**src/rtl/ysyx_22041207_lsu.sv**
```systemverilog
// Memory stage: turns execute load/store ops into data-bus transactions,
// aligns/extends load data and hands the result to write-back.
module ysyx_22041207_lsu #(
    parameter int unsigned RESP_TIMEOUT = 0
) (
    input  logic        clk,
    input  logic        rst_n,
    input  logic        in_valid,
    output logic        in_ready,
    input  logic        mem_ren,
    input  logic        mem_wen,
    input  logic [2:0]  mem_op,
    input  logic [63:0] addr,
    input  logic [63:0] wdata,
    output logic        bus_req,
    output logic        bus_we,
    output logic [63:0] bus_addr,
    output logic [7:0]  bus_wstrb,
    output logic [63:0] bus_wdata,
    input  logic        bus_gnt,
    input  logic        bus_rvalid,
    input  logic [63:0] bus_rdata,
    output logic        out_valid,
    input  logic        out_ready,
    output logic [63:0] ramdout,
    output logic        misalign,
    output logic        bus_err
);

    typedef enum logic [1:0] {IDLE, REQ, RESP, DONE} state_t;

    state_t      state_q, state_d;
    logic [2:0]  op_q, op_d;
    logic [2:0]  off_q, off_d;
    logic        load_q, load_d;
    logic [31:0] cnt_q, cnt_d;
    logic        bus_req_d, bus_we_d, out_valid_d, misalign_d, bus_err_d;
    logic [63:0] bus_addr_d, bus_wdata_d, ramdout_d;
    logic [7:0]  bus_wstrb_d;

    logic        accept, is_mem, misal, timeout;
    logic [7:0]  mask;
    logic [2:0]  off;

    assign in_ready = (state_q == IDLE);
    assign accept   = in_valid & in_ready;
    assign is_mem   = mem_ren | mem_wen;
    assign off      = addr[2:0];
    assign timeout  = (RESP_TIMEOUT != 0) && (cnt_q + 32'd1 == RESP_TIMEOUT);

    always_comb begin
        misal = 1'b0;
        mask  = 8'h01;
        unique case (mem_op[1:0])
            2'd0: mask = 8'h01;
            2'd1: begin mask = 8'h03; misal = addr[0]; end
            2'd2: begin mask = 8'h0F; misal = |addr[1:0]; end
            default: begin mask = 8'hFF; misal = |addr[2:0]; end
        endcase
    end

    function automatic logic [63:0] load_ext(input logic [2:0] op,
                                             input logic [2:0] o,
                                             input logic [63:0] rd);
        logic [63:0] d;
        d = rd >> {o, 3'b000};
        unique case (op)
            3'b000: load_ext = {{56{d[7]}}, d[7:0]};
            3'b100: load_ext = {56'd0, d[7:0]};
            3'b001: load_ext = {{48{d[15]}}, d[15:0]};
            3'b101: load_ext = {48'd0, d[15:0]};
            3'b010: load_ext = {{32{d[31]}}, d[31:0]};
            3'b110: load_ext = {32'd0, d[31:0]};
            default: load_ext = d;
        endcase
    endfunction

    always_ff @(posedge clk or negedge rst_n) begin
        if (!rst_n) state_q <= IDLE;
        else        state_q <= state_d;
    end

    always_comb begin
        state_d = state_q;
        unique case (state_q)
            IDLE: if (accept) state_d = (is_mem && !misal) ? REQ : DONE;
            REQ:  if (bus_gnt) state_d = bus_rvalid ? DONE : RESP;
            RESP: if (bus_rvalid || timeout) state_d = DONE;
            DONE: if (out_ready) state_d = IDLE;
            default: state_d = IDLE;
        endcase
    end

    always_comb begin
        op_d        = op_q;
        off_d       = off_q;
        load_d      = load_q;
        cnt_d       = cnt_q;
        bus_req_d   = bus_req;
        bus_we_d    = bus_we;
        bus_addr_d  = bus_addr;
        bus_wstrb_d = bus_wstrb;
        bus_wdata_d = bus_wdata;
        out_valid_d = out_valid;
        ramdout_d   = ramdout;
        misalign_d  = misalign;
        bus_err_d   = bus_err;
        unique case (state_q)
            IDLE: if (accept) begin
                op_d       = mem_op;
                off_d      = off;
                load_d     = mem_ren;
                cnt_d      = 32'd0;
                ramdout_d  = 64'd0;
                misalign_d = 1'b0;
                bus_err_d  = 1'b0;
                if (!is_mem || misal) begin
                    out_valid_d = 1'b1;
                    misalign_d  = is_mem;
                end else begin
                    bus_req_d   = 1'b1;
                    bus_we_d    = ~mem_ren;
                    bus_addr_d  = {addr[63:3], 3'b000};
                    bus_wstrb_d = mem_ren ? 8'h00 : (mask << off);
                    bus_wdata_d = wdata << {off, 3'b000};
                end
            end
            REQ: if (bus_gnt) begin
                bus_req_d = 1'b0;
                if (bus_rvalid) begin
                    out_valid_d = 1'b1;
                    ramdout_d   = load_q ? load_ext(op_q, off_q, bus_rdata) : 64'd0;
                end
            end
            RESP: begin
                if (bus_rvalid) begin
                    out_valid_d = 1'b1;
                    ramdout_d   = load_q ? load_ext(op_q, off_q, bus_rdata) : 64'd0;
                end else begin
                    cnt_d = cnt_q + 32'd1;
                    if (timeout) begin
                        out_valid_d = 1'b1;
                        bus_err_d   = 1'b1;
                        ramdout_d   = 64'd0;
                    end
                end
            end
            DONE: if (out_ready) begin
                out_valid_d = 1'b0;
                misalign_d  = 1'b0;
                bus_err_d   = 1'b0;
            end
            default: ;
        endcase
    end

    always_ff @(posedge clk or negedge rst_n) begin
        if (!rst_n) begin
            op_q      <= 3'd0;
            off_q     <= 3'd0;
            load_q    <= 1'b0;
            cnt_q     <= 32'd0;
            bus_req   <= 1'b0;
            bus_we    <= 1'b0;
            bus_addr  <= 64'd0;
            bus_wstrb <= 8'd0;
            bus_wdata <= 64'd0;
            out_valid <= 1'b0;
            ramdout   <= 64'd0;
            misalign  <= 1'b0;
            bus_err   <= 1'b0;
        end else begin
            op_q      <= op_d;
            off_q     <= off_d;
            load_q    <= load_d;
            cnt_q     <= cnt_d;
            bus_req   <= bus_req_d;
            bus_we    <= bus_we_d;
            bus_addr  <= bus_addr_d;
            bus_wstrb <= bus_wstrb_d;
            bus_wdata <= bus_wdata_d;
            out_valid <= out_valid_d;
            ramdout   <= ramdout_d;
            misalign  <= misalign_d;
            bus_err   <= bus_err_d;
        end
    end

endmodule

```
**config.mk**
```make
export PLATFORM = sky130hd
export DESIGN_NAME = ysyx_22041207_lsu
export DESIGN_NICKNAME = d
export VERILOG_FILES = /design/src/rtl/ysyx_22041207_lsu.sv
export SDC_FILE = /design/constraint.sdc
export NUM_CORES = 1
export LEC_CHECK = 0
export CORE_AREA = 2 2 160 162
export DETAILED_ROUTE_END_ITERATION = 6
export DIE_AREA = 0 0 162 164
export PLACE_DENSITY = 0.84
export SYNTH_ARGS = -nofsm -noshare
export SYNTH_HDL_FRONTEND = slang
export SYNTH_SLANG_ARGS = --single-unit
```
**constraint.sdc**
```tcl
create_clock -name clk -period 3.95 [get_ports clk]
set_clock_uncertainty 0.1 [all_clocks]
set_input_delay 0.79 -clock clk [delete_from_list [all_inputs] [get_ports clk]]
set_output_delay 0.79 -clock clk [all_outputs]
set_load 0.01 [all_outputs]
```
**Yosys cells after proc, flatten, opt, wreduce, memory -nomap -nowiden**

Index checks and enable logic that the tools add are counted.

- Add/subtract/negate cells: 0
- $mul: 0
- Div/mod/pow operators: 0
- Order comparisons: 0
- Eq/ne operators: 16
- Shift operators: 3
- Muxes and demuxes: 31
- Bitwise operators: 4
- Reduce and logical (&&, ||, !) cells: 19

Operator list:

| kind | number |
|---|---|
| 64-bit case mux with 6 select lines | 1 |
| 64-bit 2-to-1 mux | 4 |
| 64-bit case mux with 3 select lines | 1 |
| 64-bit by 6-bit << shifter with 64-bit output | 1 |
| 64-bit by 6-bit right shift with 64-bit output | 1 |
| 8-bit case mux with 3 select lines | 1 |
| 1-bit 2-to-1 mux | 12 |
| 4-bit AND reduction | 3 |
| 2-bit 2-to-1 mux | 5 |
| 3-bit equality test, second input constant | 3 |
| 3-bit AND reduction | 3 |
| 8-bit 2-to-1 mux | 1 |
| 2-bit inequality test, second input constant | 4 |
| 2-bit case mux with 4 select lines | 1 |
| 8-bit by 3-bit << shifter with 8-bit output | 1 |
| 2-bit equality test, second input constant | 3 |
| 1-bit case mux with 2 select lines | 3 |
| 2-bit by 1-bit equality test with 1-bit output, second input constant | 2 |
| 2-bit logical NOT | 2 |
| 2-bit by 1-bit inequality test with 1-bit output, second input constant | 2 |
| 1-bit case mux with 4 select lines | 1 |
| 2-bit nonzero test | 2 |
| 3-bit by 1-bit equality test with 1-bit output, second input constant | 1 |
| 3-bit by 2-bit equality test with 1-bit output, second input constant | 1 |
| 12 further kinds | 14 |

- Register bits: 211
- Bits in latches: 0
- Memory bits (writable): 0
- Memory bits (read-only): 0
- Input bits: 203
- Output and inout port bits: 206
- Logic and storage cells: 86
- Memories: 0

**Longest topological paths before layout**

Gate-level depths: netlist of run 1.

- Depth in word-level cells: 7
- Depth in mapped cells: 10
- Mapped depth without buffers: 7

**Worst setup path before layout of run 1**

No wires, ideal clock.

- Kind: input-to-reg
- Start point: input mem_op[0]
- End point: register bus_wdata[16]
- Setup time: 0.135 ns
- Data arrival time: 2.199 ns
- Data required time: 3.715 ns
- Slack: 1.516 ns
- Stages on the path: 8
- Path buffers: 3
- Cell sequence: buf_2 a21o_1 a211oi_2 nand3_2 clkbuf_1 clkbuf_1 nand2_1 o31ai_1

- Cells in the longest elaborated chain, start to end: 5
- Elaborated cells on any way between the ends: 7
- Classes of those cells: eq/ne (2); mux (1); bitwise (1); reduce/logical (3)

RTL lines:

| element | RTL line | RTL |
|---|---|---|
| start, declared | 12 | `input logic [2:0] mem_op,` |
| 2-bit equality test, or another cell as far along | 54 | `unique case (mem_op[1:0])` |
| 1-bit case mux with 3 select lines (*) | 54 |  |
| 1-bit logical OR (*) | 117 | `if (!is_mem \|\| misal) begin` |
| 1-bit NOT (no line) (*) | - |  |
| 3-bit AND reduction (no line) (*) | - |  |
| end signal, assigned | 181 | `bus_wdata <= bus_wdata_d;` |
| end, declared | 19 | `output logic [63:0] bus_wdata,` |

Every way passes the cells marked *; elsewhere a longest branch is shown, timed or not.
A chain may end at the register's enable or synchronous reset.

**Worst setup path in the final report of run 1**

- Start point: register state_q[0]
- End point: output in_ready

- Cells in the longest elaborated chain, start to end: 1

RTL lines:

| element | RTL line | RTL |
|---|---|---|
| start, declared | 32 | `state_t state_q, state_d;` |
| start signal, assigned | 80 | `else state_q <= state_d;` |
| 2-bit logical NOT | 45 | `assign in_ready = (state_q == IDLE);` |
| end, declared | 9 | `output logic in_ready,` |

Every way passes these cells.

==> results of run 1 <==
## routing by layer
| metal | GRT usage | up-vias |
|---|---|---|
| li1 | - | 4886 |
| met1 | 0.349 | 5288 |
| met2 | 0.523 | 641 |
| met3 | 0.0768 | 130 |
| met4 | 0.159 | 0 |
| met5 | 0 | - |
## kinds of logic (layout without fill, tap and decap cells)
group / count (synthesis) / in the layout / share of synthesized area
muxes: 145 / 145 / 0.163
buffers and inverters: 112 / 487 / 0.0439
AOI/OAI and AO/OA: 274 / 274 / 0.172
adders and majority gates: 4 / 4 / 0.00442
other: 1 / 6 / 0.000331
DFF: 210 / 210 / 0.464
and+or+nand+nor: 422 / 422 / 0.152
## state kept, by name, summed over array words and instances (netlist names)
name,count
out_valid,1
bus_wstrb,8
off_q,3
bus_req,1
misalign,1
bus_addr,61
load_q,1
bus_we,1
bus_wdata,64
state_q,2
op_q,3
ramdout,64
## report_power, final
part           internal [W]  switching, W
Sequential          0.00311      0.000756
Clock               0.00139      0.000972
Combinational       0.00302       0.00280
Total               0.00753       0.00453
## how the worst max path moves through the flow
stage,from,end,slack [ns],cells after the start
after detailed placement,mem_op[0],bus_wdata[36],0.60,7
after global routing,off_q[2],ramdout[29],0.73,5
after CTS,state_q[0],in_ready,0.92,3
after floorplan,mem_op[0],bus_wdata[16],1.52,8
after global placement,mem_op[0],bus_wdata[32],0.70,7
final,state_q[0],in_ready,0.93,3
## per-stage QoR
stage	power, W	cell area [sq um]	instances	setup WS [ns]
after floorplan	0.00661	11300	1171	1.52
after global placement	0.00949	15600	1830	0.696
after detailed placement	0.00964	15600	1830	0.596
after CTS	0.0121	16500	1876	0.921
after global routing	0.0127	16500	1878	0.731
final	0.0121	16500	1878	0.931
## synth_stat cells (22+ instances only)
library cell  number  area (sq um)
nand2_1          318          1190
dfrtp_1          210          5260
mux2i_1           68           681
o21ai_0           66           330
clkbuf_1          64           240
mux2_2            50           563
nor2_1            48           180
a22o_1            32           280
mux4_2            26           586
o31ai_1           25           188
a21oi_1           24           120
buf_2             22           110
## layout make-up
| class | count | area [sq um] |
|---|---|---|
| Fill cell | 1924 | 8360 |
| Multi-Input combinational cell | 849 | 5600 |
| Sequential cell | 210 | 5260 |
| Timing Repair Buffer | 432 | 4310 |
| Clock buffer | 36 | 707 |
| Tap cell | 330 | 413 |
| Clock inverter | 10 | 131 |
| Inverter | 9 | 33.8 |
| Antenna cell | 2 | 5.00 |
## worst register-to-register path: stages, from the launching register on
cell and delay (ns):
dfrtp_2 0.95, mux2i_1 0.31, mux4_2 0.56, mux2_2 0.32, o21ai_4 0.13, buf_4 0.36
a22o_1 0.23
==> impl_metrics.toml, run 1 <==
[grt]
grt_pass1_wl_microns = 62700
grt_use_total = 0.303
antenna_found_initial = 2
first_global_vias = 11000
gr-total-overflow = 0
grt_max_degree = 107

[placement]
dpl.hpwl_microns = 30500
gp_congestion = 0.936
portBuffers = 404

[timing]
tightest_slew_ns = 1.15
hold_viol_final = 0
fin_crit_sh = 0.764
fin_setup_tns_ns = 0
drv_slew = 0
rsz0062_at_grt = "no"
max_freq_mhz = 331
whs_ns = 0.231
layout_min_cycle_time_ns = 3.02
setup_viol = 0
slew-limit-headroom = 0.231

[outcome]
outcome = "finished, final reports clean"

[clock_network]
cts_tree = "yes"
cts_sinks = 210
clkTransAtPathRegs_ns = 0.06
cts.path.max_buffers = 3
post_cts_buffers = 0
ctsHoldBuffers = 0
cts_resized = 0
cts_buffers = 25
h-tree-depth = 1
clk_latency_ns = 0.53
cts_root_buf = "clkbuf_16"

[routing]
first_iter_violations = 974
routedWlPerCell_microns = 22.3
via_count = 10900
wl_met1_microns = 15000
top_layer = "met4"
drc = 0
met3_length_microns = 4060
drtPass1Iterations = 6
routed_wl_microns = 41800
drtAntennaViolNets = 0
via_per_inst = 5.83
met2_wirelength_microns = 20500

[floorplan]
dieArea_sq_um = 26600
rows = 58
die_y_microns = 164
start_util = 0.456
die_x_microns = 162
core_sq_um = 24800
pin_count = 409

[critical_path]
crit_required_ns = 3.06
r2r-end = "ramdout[33]"
rrSetupSlack_ns = 0.94
r2r_cells = 6
critical_path_buf_inv_count = 2
crit_chain = "inv_1 -> ha_1 -> clkdlybuf4s50_1"
cp.arrival_ns = 2.13
slowest_stage = "clkdlybuf4s50_1"
startpoint_type = "flop"
endpoint_kind = "primary output"
critPathKind = "reg -> out"
crit_path_max_fanout = 11
cpLargestDelayFamily = "buffers and inverters"
slowest_delay_ns = 0.62
reg2reg_from = "off_q[0]"

[layout]
fin_nets = 1734
fin_util = 0.663
final_cell_mix = "clkdlybuf4s50_1, nand2_1, dfrtp_1, mux2i_1, o21ai_0"
final_common_cell = "clkdlybuf4s50_1"
syn_to_final_growth_pct = 45.3
drive_gt1_frac = 0.102

[synth]
synth_ff_type = "dfrtp_1"
synthCells = 1168
syn_avg_cell_area_sq_um = 9.70
syn_area_sq_um = 11300
yosysWarnings = 0
yosysSeqAreaShare = 0.464
synth_edf_count = 0
yosys_register_bits = 210
async_flop_share = 1.00
netlist-cell-type-count = 52

[power_and_ir_drop]
leakage_nw = 7.22
power.density_nw_per_um2 = 733
ir_drop_mv = 0.541

[run]
max_cap_violations = 0

[min_path]
hp-class = "in -> async"
Power figures use the tool's default switching activity.
==> run 2: changes to the inputs <==
--- a/config.mk
+++ b/config.mk
@@ -5,9 +5,9 @@
 export SDC_FILE = /design/constraint.sdc
 export NUM_CORES = 1
 export LEC_CHECK = 0
-export CORE_AREA = 2 2 160 162
+export CORE_MARGIN = 1.5
+export CORE_UTILIZATION = 46
 export DETAILED_ROUTE_END_ITERATION = 6
-export DIE_AREA = 0 0 162 164
 export PLACE_DENSITY = 0.84
 export SYNTH_ARGS = -nofsm -noshare
 export SYNTH_HDL_FRONTEND = slang
==> constraint.sdc (replaced) <==
create_clock -name clk -period 3.12 [get_ports clk]
set_clock_uncertainty 0.1 [all_clocks]
set_input_delay 0.624 -clock clk [delete_from_list [all_inputs] [get_ports clk]]
set_output_delay 0.624 -clock clk [all_outputs]
set_load 0.01 [all_outputs]
==> run 2 against run 1 <==
Compared with the run above: first-iteration DRC count grew 13%; via count grew 0.32%; count of clock-buffer cells in the layout down 4; global-route usage rose by 1.2 points; sequential cell count stayed put; critical endpoint unchanged; power is 28% higher; final cell count fell by 0.27%; core utilization is 2.0 points higher; non-clock buffer count increased by 6; critical path depth is the same; clock power grew 28%; final area rose by 0.65%.
==> impl_metrics.toml, run 2 (synthesis results as in run 1) <==
[outcome]
outcome = "finished, final reports clean"

[timing]
rsz0062_at_grt = "no"
layout_min_cycle_time_ns = 2.82
setup_viol = 0
drv_slew = 0
max_freq_mhz = 354
hold_viol_final = 0
fin_setup_tns_ns = 0
layout_setup_ws_ns = 0.296
tightest_slew_ns = 1.11
slew-limit-headroom = 0.253
fin_crit_sh = 0.905

[routing]
routed_wl_microns = 41300
via_per_inst = 5.86
drtPass1Iterations = 6
drc = 0
via_count = 11000
drtAntennaViolNets = 0
first_iter_violations = 1100
routedWlPerCell_microns = 22.1

[power_and_ir_drop]
power.density_nw_per_um2 = 929
p_int_w = 0.00969
combPwrFrac = 0.489
clkPwrFrac = 0.195
leakage_nw = 7.27
ir_drop_mv = 0.537
power_frac_seq = 0.315
swShare = 0.370
power_w = 0.0154
switchingPower_w = 0.00570

[layout]
largestRegisters = "bus_wdata (64), ramdout (64), bus_addr (61)"
syn_to_final_growth_pct = 46.2
drive_gt1_frac = 0.105
final_common_cell = "clkdlybuf4s50_1"
ff_latch_area_sq_um = 5260
final_cell_mix = "clkdlybuf4s50_1, nand2_1, dfrtp_1, mux2i_1, o21ai_0"
multi_input_area_sq_um = 5600
fin_nets = 1739
nFillCells = 1830

[grt]
grt_pass1_wl_microns = 62700
gr-total-overflow = 0
antenna_found_initial = 1
first_global_vias = 10800
grt_max_degree = 71
grt_use_total = 0.315

[critical_path]
cpLargestDelayFamily = "buffers and inverters"
rrSetupSlack_ns = 0.38
crit_chain = "inv_1 -> ha_1 -> clkdlybuf4s50_1"
slowest_stage = "clkdlybuf4s50_1"
startpoint_type = "flop"
critPathKind = "reg -> out"
endpoint_kind = "primary output"
slowest_delay_ns = 0.62
crit_required_ns = 2.40
cp.arrival_ns = 2.10
critical_path_buf_inv_count = 2
crit_path_max_fanout = 11

[min_path]
hp-class = "in -> async"

[placement]
gp_congestion = 1.01
portBuffers = 404
dpl.hpwl_microns = 30600
pre_cts_ws_ns = 0.154

[floorplan]
pin_count = 409
rows = 57
start_util = 0.467
die_x_microns = 160
core_sq_um = 24200
dieArea_sq_um = 25600
die_y_microns = 160

[clock_network]
h-tree-depth = 1
cts_sinks = 210
cts_root_buf = "clkbuf_16"
cts_resized = 0
cts_buffers = 24
clk_latency_ns = 0.51
cts_tree = "yes"
ctsHoldBuffers = 0
clkTransAtPathRegs_ns = 0.06
cts.path.max_buffers = 3
post_cts_buffers = 0

[run]
max_cap_violations = 0
[run 2: cell count changes in the layout (fill, tap and decap cells not counted), moves of 2 or more]
cell	before	now
clkbuf_1	7	4
buf_12	5	11
clkinv_2	2	4
clkinv_4	2	0
bufinv_16	2	4
[run 2: per-layer routing]
metal / routed length, microns / vias up / GRT usage
met5: 14 / - / 0
met1: 15100 / 5301 / 0.375
li1: - / 4900 / -
met3: 3940 / 121 / 0.0743
met4: 1900 / 2 / 0.137
met2: 20400 / 656 / 0.545
[run 2: final timing paths]
kind	startpoint	endpoint	depth (start not counted)
max	state_q[0]	in_ready	3
min	rst_n	ramdout[59]	1
max reg2reg	state_q[1]	ramdout[17]	6
min reg2reg	bus_wdata[0]	bus_wdata[0]	2
max in group asynchronous	rst_n	bus_addr[10]	2
min in group clk	bus_wdata[0]	bus_wdata[0]	2
[run 2: final cells by class]
type | count | share of cell area
Clock inverter | 10 | 0.00990
Tap cell | 324 | 0.0245
Sequential cell | 210 | 0.317
Multi-Input combinational cell | 849 | 0.338
Antenna cell | 1 | 0.000151
Clock buffer | 32 | 0.0405
Timing Repair Buffer | 438 | 0.267
Inverter | 9 | 0.00204
[run 2: power groups by stage]
stage | registers, W | clock network, W | logic (W)
6_report | 0.00485 | 0.00301 | 0.00753
5_1_grt | 0.00499 | 0.00314 | 0.00800
4_1_cts | 0.00484 | 0.00304 | 0.00751
3_5_place_dp | 0.00484 | 0 | 0.00746
3_3_place_gp | 0.00482 | 0 | 0.00730
2_1_floorplan | 0.00516 | 0 | 0.00322
[run 2: per-stage QoR]
stage / hold slack [ns] / util / instances / area [sq um]
6_report: 0.00993 / 0.683 / 1873 / 16600
5_1_grt: 0.0423 / 0.683 / 1872 / 16600
4_1_cts: 0.0270 / 0.683 / 1872 / 16600
3_5_place_dp: 0.361 / 0.649 / 1830 / 15700
3_3_place_gp: 0.349 / 0.649 / 1830 / 15700
2_1_floorplan: 0.228 / - / 1171 / 11300
